==> config.mk <==
export PLATFORM = sky130hd
export DESIGN_NAME = cacheline_adaptor
export DESIGN_NICKNAME = d
export VERILOG_FILES = /design/src/rtl/cacheline_adaptor_pkg.sv /design/src/rtl/cacheline_adaptor_line_buffer.sv /design/src/rtl/cacheline_adaptor.sv
export SDC_FILE = /design/constraint.sdc
export NUM_CORES = 1
export LEC_CHECK = 0
export ABC_AREA = 1
export CORE_AREA = 3 3 279 281
export CTS_CLUSTER_DIAMETER = 60
export DETAILED_ROUTE_END_ITERATION = 12
export DIE_AREA = 0 0 282 284
export PLACE_DENSITY = 0.53
export SKIP_CTS_REPAIR_TIMING = 1
export SLEW_MARGIN = 15
export SYNTH_ARGS = -nofsm -noshare
export SYNTH_HDL_FRONTEND = slang
export SYNTH_SLANG_ARGS = --single-unit
==> constraint.sdc <==
create_clock -name clk -period 10.22 [get_ports clk]
set_clock_uncertainty 0.05 [all_clocks]
set_input_delay 1.022 -clock clk [delete_from_list [all_inputs] [get_ports clk]]
set_output_delay 1.022 -clock clk [all_outputs]
set_load 0.02 [all_outputs]
==> src/rtl/cacheline_adaptor_pkg.sv <==
// Shared constants and state encoding for the cache-line to memory-burst adaptor.
package cacheline_adaptor_pkg;

   localparam int DEF_LINE_WIDTH  = 256;
   localparam int DEF_BURST_WIDTH = 64;
   localparam int DEF_ADDR_WIDTH  = 32;
   localparam int BEATS           = DEF_LINE_WIDTH / DEF_BURST_WIDTH;
   localparam int OFFSET_BITS     = $clog2(DEF_LINE_WIDTH / 8);

   typedef enum logic [1:0] {
      ST_IDLE  = 2'd0,
      ST_READ  = 2'd1,
      ST_WRITE = 2'd2,
      ST_DONE  = 2'd3
   } adaptor_state_e;

   // A single-beat line still needs a one-bit counter to keep the ports legal.
   function automatic int cnt_width(input int beats);
      return (beats > 1) ? $clog2(beats) : 1;
   endfunction

endpackage

==> src/rtl/cacheline_adaptor_line_buffer.sv <==
// Line-wide register: full-line load from the cache, per-beat fill from memory,
// and a beat-select read mux feeding the memory write data.
module line_buffer #(
   parameter int LINE_WIDTH  = 256,
   parameter int BURST_WIDTH = 64,
   parameter int IDX_W       = 2
) (
   input  logic                   clk,
   input  logic                   rst,
   input  logic                   load_en,
   input  logic [LINE_WIDTH-1:0]  load_data,
   input  logic                   beat_we,
   input  logic [IDX_W-1:0]       beat_idx,
   input  logic [BURST_WIDTH-1:0] beat_data,
   output logic [LINE_WIDTH-1:0]  line_q,
   output logic [BURST_WIDTH-1:0] beat_q
);

   always_ff @(posedge clk or posedge rst) begin
      if (rst) begin
         line_q <= '0;
      end else if (load_en) begin
         line_q <= load_data;
      end else if (beat_we) begin
         line_q[beat_idx*BURST_WIDTH +: BURST_WIDTH] <= beat_data;
      end
   end

   assign beat_q = line_q[beat_idx*BURST_WIDTH +: BURST_WIDTH];

endmodule

==> src/rtl/cacheline_adaptor.sv <==
// Services one full-line cache read or write as a fixed-length burst of
// narrower memory beats, then pulses downstream_resp for one cycle.
module cacheline_adaptor
   import cacheline_adaptor_pkg::*;
#(
   parameter int LINE_WIDTH  = DEF_LINE_WIDTH,
   parameter int BURST_WIDTH = DEF_BURST_WIDTH,
   parameter int ADDR_WIDTH  = DEF_ADDR_WIDTH
) (
   input  logic                   clk,
   input  logic                   rst,
   input  logic                   downstream_read,
   input  logic                   downstream_write,
   input  logic [ADDR_WIDTH-1:0]  downstream_address,
   input  logic [LINE_WIDTH-1:0]  downstream_wdata,
   output logic [LINE_WIDTH-1:0]  downstream_rdata,
   output logic                   downstream_resp,
   output logic                   burst_read,
   output logic                   burst_write,
   output logic [ADDR_WIDTH-1:0]  burst_address,
   output logic [BURST_WIDTH-1:0] burst_wdata,
   input  logic [BURST_WIDTH-1:0] burst_rdata,
   input  logic                   burst_resp
);

   localparam int N_BEATS  = LINE_WIDTH / BURST_WIDTH;
   localparam int CNT_W    = cnt_width(N_BEATS);
   localparam int OFF_BITS = $clog2(LINE_WIDTH / 8);
   localparam logic [CNT_W-1:0]      LAST     = CNT_W'(N_BEATS - 1);
   localparam logic [ADDR_WIDTH-1:0] OFF_MASK = ADDR_WIDTH'((64'd1 << OFF_BITS) - 64'd1);

   adaptor_state_e          state;
   logic [CNT_W-1:0]        count;
   logic [ADDR_WIDTH-1:0]   addr_q;
   logic                    load_en;
   logic                    beat_we;
   logic [LINE_WIDTH-1:0]   line_q;
   logic [BURST_WIDTH-1:0]  beat_q;

   // Read wins when both requests are up, so a write only loads the buffer alone.
   assign load_en = (state == ST_IDLE) && !downstream_read && downstream_write;
   assign beat_we = (state == ST_READ) && burst_resp;

   always_ff @(posedge clk or posedge rst) begin
      if (rst) begin
         state  <= ST_IDLE;
         count  <= '0;
         addr_q <= '0;
      end else begin
         case (state)
            ST_IDLE: begin
               count <= '0;
               if (downstream_read) begin
                  addr_q <= downstream_address & ~OFF_MASK;
                  state  <= ST_READ;
               end else if (downstream_write) begin
                  addr_q <= downstream_address & ~OFF_MASK;
                  state  <= ST_WRITE;
               end
            end
            ST_READ, ST_WRITE: begin
               if (burst_resp) begin
                  if (count == LAST) begin
                     count <= '0;
                     state <= ST_DONE;
                  end else begin
                     count <= count + CNT_W'(1);
                  end
               end
            end
            ST_DONE: state <= ST_IDLE;
            default: state <= ST_IDLE;
         endcase
      end
   end

   line_buffer #(
      .LINE_WIDTH  (LINE_WIDTH),
      .BURST_WIDTH (BURST_WIDTH),
      .IDX_W       (CNT_W)
   ) u_line_buffer (
      .clk       (clk),
      .rst       (rst),
      .load_en   (load_en),
      .load_data (downstream_wdata),
      .beat_we   (beat_we),
      .beat_idx  (count),
      .beat_data (burst_rdata),
      .line_q    (line_q),
      .beat_q    (beat_q)
   );

   // Burst requests decode straight from state so an async reset drops them at once.
   assign burst_read       = (state == ST_READ);
   assign burst_write      = (state == ST_WRITE);
   assign downstream_resp  = (state == ST_DONE);
   assign downstream_rdata = line_q;
   assign burst_address    = addr_q;
   assign burst_wdata      = beat_q;

endmodule

==> results.yml, run 1 <==
flow_run:
  cap_violations: 0
routing:
  drc: 0
  first_iter_violations: 1741
  wl_per_cell_um: 21.9
  num_vias: 20251
  routed_wl_um: 93400
  firstDrtPassIters: 5
  antenna_left: 0
  vias_per_cell: 4.76
synthesis:
  synth_xor_area_frac: 0
  synth-seq-cells: 287
  syn_area_per_cell_sq_um: 6.55
  yosys.area_share.adder: 0.00649
  synth.area.mux_share: 0
  syn_area_sq_mm: 0.0174
  yosysWarnings: 0
  seq_area_frac_synth: 0.414
  synth.distinct_cells: 22
  syn_inst: 2651
  synth_compound_area_frac: 0.0700
  synth_top_family_by_area: "simple AND/OR/NAND/NOR gates"
  yosys.area_share.simple: 0.392
die:
  die_area_sq_mm: 0.0801
  die_h_um: 284
  io_pins: 712
  core_sq_mm: 0.0757
  start_util: 0.229
  die_x_um: 282
  std_cell_rows: 101
clock_network:
  tritoncts: "done"
  insertion_delay_ns: 0.57
  cts_buffers: 43
  cts_buffer_depth: 3
  cts_max_level: 2
  cts.sinks: 287
  clk_pin_slew_worst_paths_ns: 0.06
  cts-root-buf: "clkbuf_16"
global_route:
  grt_start_max_net_pins: 136
  antenna_found_initial: 17
  grt_pass1_wl_um: 135000
  grt.total_usage: 0.224
  grt_pass1_vias: 19570
  overflow: 0
setup_path:
  critPathCaptureType: "output pin"
  arrival_ns: 3.96
  rrSetupSlack_ns: 5.55
  crit_cells: 5
  cp_slowest_cell: "buf_4"
  start_kind: "flip-flop"
  crit_required_ns: 9.15
  critPathKind: "flip-flop to output pin"
  worstRegToRegCells: 9
  cpPeakStageDelay_ns: 0.74
  cp_top_family: "buffers and inverters"
  r2r-start: "count[0]"
  r2r_end: "u_line_buffer.line_q[42]"
  worstPathMaxFanout: 71
  path_cells: "inv_4, buf_4, o21ai_0, o22ai_1, clkdlybuf4s50_1"
  path_buf_inv: 3
sta:
  tightestPinTransition_ns: 1.15
  max_freq_ghz: 0.199
  hold_slack_ns: 0.431
  final_max_slew_viol_count: 0
  final.period_utilization: 0.492
  slew_headroom: 0.233
  rsz0062_at_grt: "false"
  min_period_ns: 5.03
  setup_viol: 0
  hold_viol: 0
  finalWorstSetupSlack_ns: 5.19
  tns_ns: 0
power:
  p_int_mw: 4.68
  p_sw_mw: 4.27
  switching_share: 0.477
  clkPwrFrac: 0.185
  max-vdd-ir-drop_v: 0.000198
  seq_power_share: 0.244
  power_density_mw_per_mm2: 337
  combinationalPowerShare: 0.572
  fin_total_pwr_mw: 8.96
  leakage_nw: 13.1
cells_and_area:
  syn_to_final_growth_pct: 53.0
  layout_commonest_cell: "nand2_1"
  layout-drive-gt1-share: 0.0389
  final_nets: 3598
  stdcell_area_sq_mm: 0.0266
  instances_no_fill: 4258
  post-route-util: 0.351
  final_cell_mix: "nand2_1, clkdlybuf4s50_1, nand3_1, dfrtp_1, inv_1"
placement:
  dpl.cell_count: 4165
  dp_slack_ns: 5.31
  routabilityCongestion: 0.842
  portBuffers: 701
  hpwl_um: 59900
  place_area_sq_mm: 0.0250
min_path:
  hold_path_class: "flip-flop to flip-flop"
  hold_end: "burst_address[15]"
  hp-start: "burst_address[15]"
  worstHoldPathCells: 2
status:
  outcome: "finished clean"
[power groups by stage]
stage / logic (mW) / registers (mW) / clock network, mW
2_1_floorplan: 2.04 / 2.64 / 0
3_3_place_gp: 5.11 / 2.19 / 0
3_5_place_dp: 5.12 / 2.19 / 0
4_1_cts: 5.13 / 2.18 / 1.70
5_1_grt: 5.48 / 2.24 / 1.74
6_report: 5.12 / 2.18 / 1.66
[metal layers]
layer	part of all wire	global-route usage
met5	0.00029	0
met4	0.041	0.0964
met3	0.079	0.0424
met2	0.47	0.370
met1	0.41	0.284
[cells by family (layout without fill, tap and decap cells)]
| kind of cell | Yosys count | after routing |
|---|---|---|
| compound gates | 227 | 227 |
| fa+ha+maj | 9 | 9 |
| buf+inv | 484 | 1095 |
| flops | 287 | 287 |
| other cells | 1 | 19 |
| simple gates | 1643 | 1643 |
[worst min-delay path, cell delays in order (launching register included)]
cell and delay (ns):
dfrtp_1 0.34, nand2_1 0.05, o21ai_0 0.05
[cell type report]
type                    count  area, sq um
fillers                  8115        49100
multi-input cells        1884         8220
repair buffers            729         7240
flip-flops and latches    287         7190
clock buffers              59         1240
well taps                 978         1220
inverters                 287         1100
clock inverters            20          334
diodes                     14         35.0
[how the worst max path moves through the flow]
stage | slack, ns | endpoint | from
after floorplan | 1.23 | burst_address[10] | rst
after global placement | 5.29 | u_line_buffer.line_q[167] | downstream_read
after detailed placement | 5.31 | u_line_buffer.line_q[146] | downstream_write
after CTS | 5.17 | burst_wdata[1] | count[0]
after global routing | 5.01 | burst_wdata[1] | count[0]
final | 5.19 | burst_wdata[1] | count[0]
[synth_stat cells]
library cell	instances	area, sq um
ha_1	9	113
a21oi_1	2	10.0
nand2_1	985	3700
inv_2	8	30.0
nor2_2	2	12.5
nand2_2	1	6.26
buf_1	2	7.51
dfrtp_1	287	7180
buf_4	26	195
nand3_1	406	2030
nand4_1	43	269
o21ai_0	160	801
clkbuf_1	72	270
conb_1	1	3.75
clkinv_1	1	3.75
o21ai_1	1	5.00
buf_2	97	485
o22ai_1	64	400
nor2_1	204	766
inv_1	278	1040
nor2_4	1	11.3
nand3_4	1	17.5
[registers in the layout, summed over array words and instances (netlist names)]
register,cells
u_line_buffer.line_q,256
burst_address,27
state,2
count,2
(Power assumes the default switching activity.)
==> run 2, diff against run 1 <==
==> constraint.sdc (replaced) <==
create_clock -name clk -period 5.3 [get_ports clk]
set_clock_uncertainty 0.05 [all_clocks]
set_input_delay 0.53 -clock clk [delete_from_list [all_inputs] [get_ports clk]]
set_output_delay 0.53 -clock clk [all_outputs]
set_load 0.02 [all_outputs]
==> run 2 against run 1 <==
  * Final cell count increased by 0.16%
  * Flip-flop and latch count unchanged
  * First-iteration DRC count decreased by 10%
  * Hold slack got worse by 0.16 ns
  * Largest power group unchanged
  * Cell area about the same
  * Clock power increased by 73%
  * Critical endpoint is now u_line_buffer.line_q[41]
==> results.yml, run 2 (synthesis gave the netlist of run 1 again) <==
setup_path:
  cpPeakStageDelay_ns: 0.72
  worstRegToRegCells: 9
  path_cells: "inv_4, ha_2, buf_4, nand2_1, nand2_4, clkinv_2, buf_4, nand2_1, nand2_1"
  r2r_end: "u_line_buffer.line_q[41]"
  worstSetupEndpoint: "u_line_buffer.line_q[41]"
  worstPathMaxFanout: 64
  critPathKind: "flip-flop to flip-flop"
  startpoint: "count[0]"
  crit_required_ns: 5.69
  critPathCaptureType: "flip-flop"
  crit_cells: 9
  path_buf_inv: 4
  cp_top_family: "buffers and inverters"
  r2r-start: "count[0]"
  rrSetupSlack_ns: 1.14
  arrival_ns: 4.55
  cpMostUsedCell: "nand2_1"
  cp_slowest_cell: "ha_2"
  start_kind: "flip-flop"
cells_and_area:
  largest_reg_flops: 256
  layout_commonest_cell: "nand2_1"
  syn_to_final_growth_pct: 53.0
  final_cell_mix: "nand2_1, clkdlybuf4s50_1, nand3_1, dfrtp_1, inv_1"
  layout-drive-gt1-share: 0.0391
  final_nets: 3609
  instances_no_fill: 4265
  largest-register: "u_line_buffer.line_q"
power:
  max-vdd-ir-drop_v: 0.000299
  fin_total_pwr_mw: 17.0
  power_density_mw_per_mm2: 640
  leakage_nw: 13.1
placement:
  dpl.cell_count: 4176
  hpwl_um: 61000
  portBuffers: 701
  routabilityCongestion: 0.838
  dp_slack_ns: 1.06
sta:
  setup_viol: 0
  tns_ns: 0
  min_period_ns: 4.16
  tightestPinTransition_ns: 1.16
  finalWorstSetupSlack_ns: 1.14
  slew_headroom: 0.228
  max_freq_ghz: 0.241
  rsz0062_at_grt: "false"
  final.period_utilization: 0.784
  hold_slack_ns: 0.275
  hold_viol: 0
  final_max_slew_viol_count: 0
routing:
  firstDrtPassIters: 5
  first_iter_violations: 1561
  num_vias: 20241
  drc: 0
  antenna_left: 0
  wl_per_cell_um: 21.9
  routed_wl_um: 93500
  vias_per_cell: 4.75
global_route:
  grt_start_max_net_pins: 147
  overflow: 0
  antenna_found_initial: 18
  grt_pass1_wl_um: 137000
  grt_pass1_vias: 20267
  grt.total_usage: 0.227
die:
  io_pins: 712
  core_sq_mm: 0.0757
  die_area_sq_mm: 0.0801
  die_x_um: 282
  start_util: 0.229
  std_cell_rows: 101
  die_h_um: 284
clock_network:
  cts_buffers: 42
  tritoncts: "done"
  cts-root-buf: "clkbuf_16"
  cts_max_level: 2
  clk_pin_slew_worst_paths_ns: 0.06
  cts_buffer_depth: 3
  cts.sinks: 287
  insertion_delay_ns: 0.56
status:
  outcome: "finished clean"
min_path:
  hold_path_class: "input port to asynchronous set/reset pin"
flow_run:
  cap_violations: 0
[run 2: cell types whose count changed in the layout (fill, tap and decap cells not counted), sizes merged]
cell      before  now
clkinvlp       0    1
diode         14   15
inv          287  284
bufinv         8    3
clkbuf        59   63
clkinv        12    9
buf           28   40
[run 2: how the worst min path moves through the flow]
stage | end | depth (start not counted)
6_report | u_line_buffer.line_q[173] | 2
5_1_grt | u_line_buffer.line_q[176] | 2
4_1_cts | u_line_buffer.line_q[173] | 2
3_5_place_dp | burst_address[31] | 2
3_3_place_gp | burst_address[16] | 2
2_1_floorplan | state[1] | 2
[run 2: cell type report]
class | instances | area, sq um
diodes | 15 | 37.5
clock buffers | 63 | 1250
clock inverters | 10 | 133
fillers | 8125 | 49100
inverters | 287 | 1090
multi-input cells | 1884 | 8230
flip-flops and latches | 287 | 7190
well taps | 978 | 1220
repair buffers | 741 | 7420
[run 2: per-layer routing]
metal	up-vias	routed length [um]	global-route usage
met4	2	3120	0.0829
met2	899	45000	0.378
li1	9543	-	-
met5	-	17	0
met3	179	6680	0.0397
met1	9618	38700	0.292
[run 2: power by group]
group	switching, mW	internal, mW	total [mW]
Combinational	6.07	3.85	9.92
Sequential	1.01	3.20	4.20
Clock	1.11	1.77	2.88
Total	8.19	8.82	17.0
[run 2: stage by stage]
stage	utilization	area, sq um
global route	0.351	26600
floorplan	-	17400
detailed placement	0.332	25100
global placement	0.332	25100
finish	0.351	26600
CTS	0.350	26500
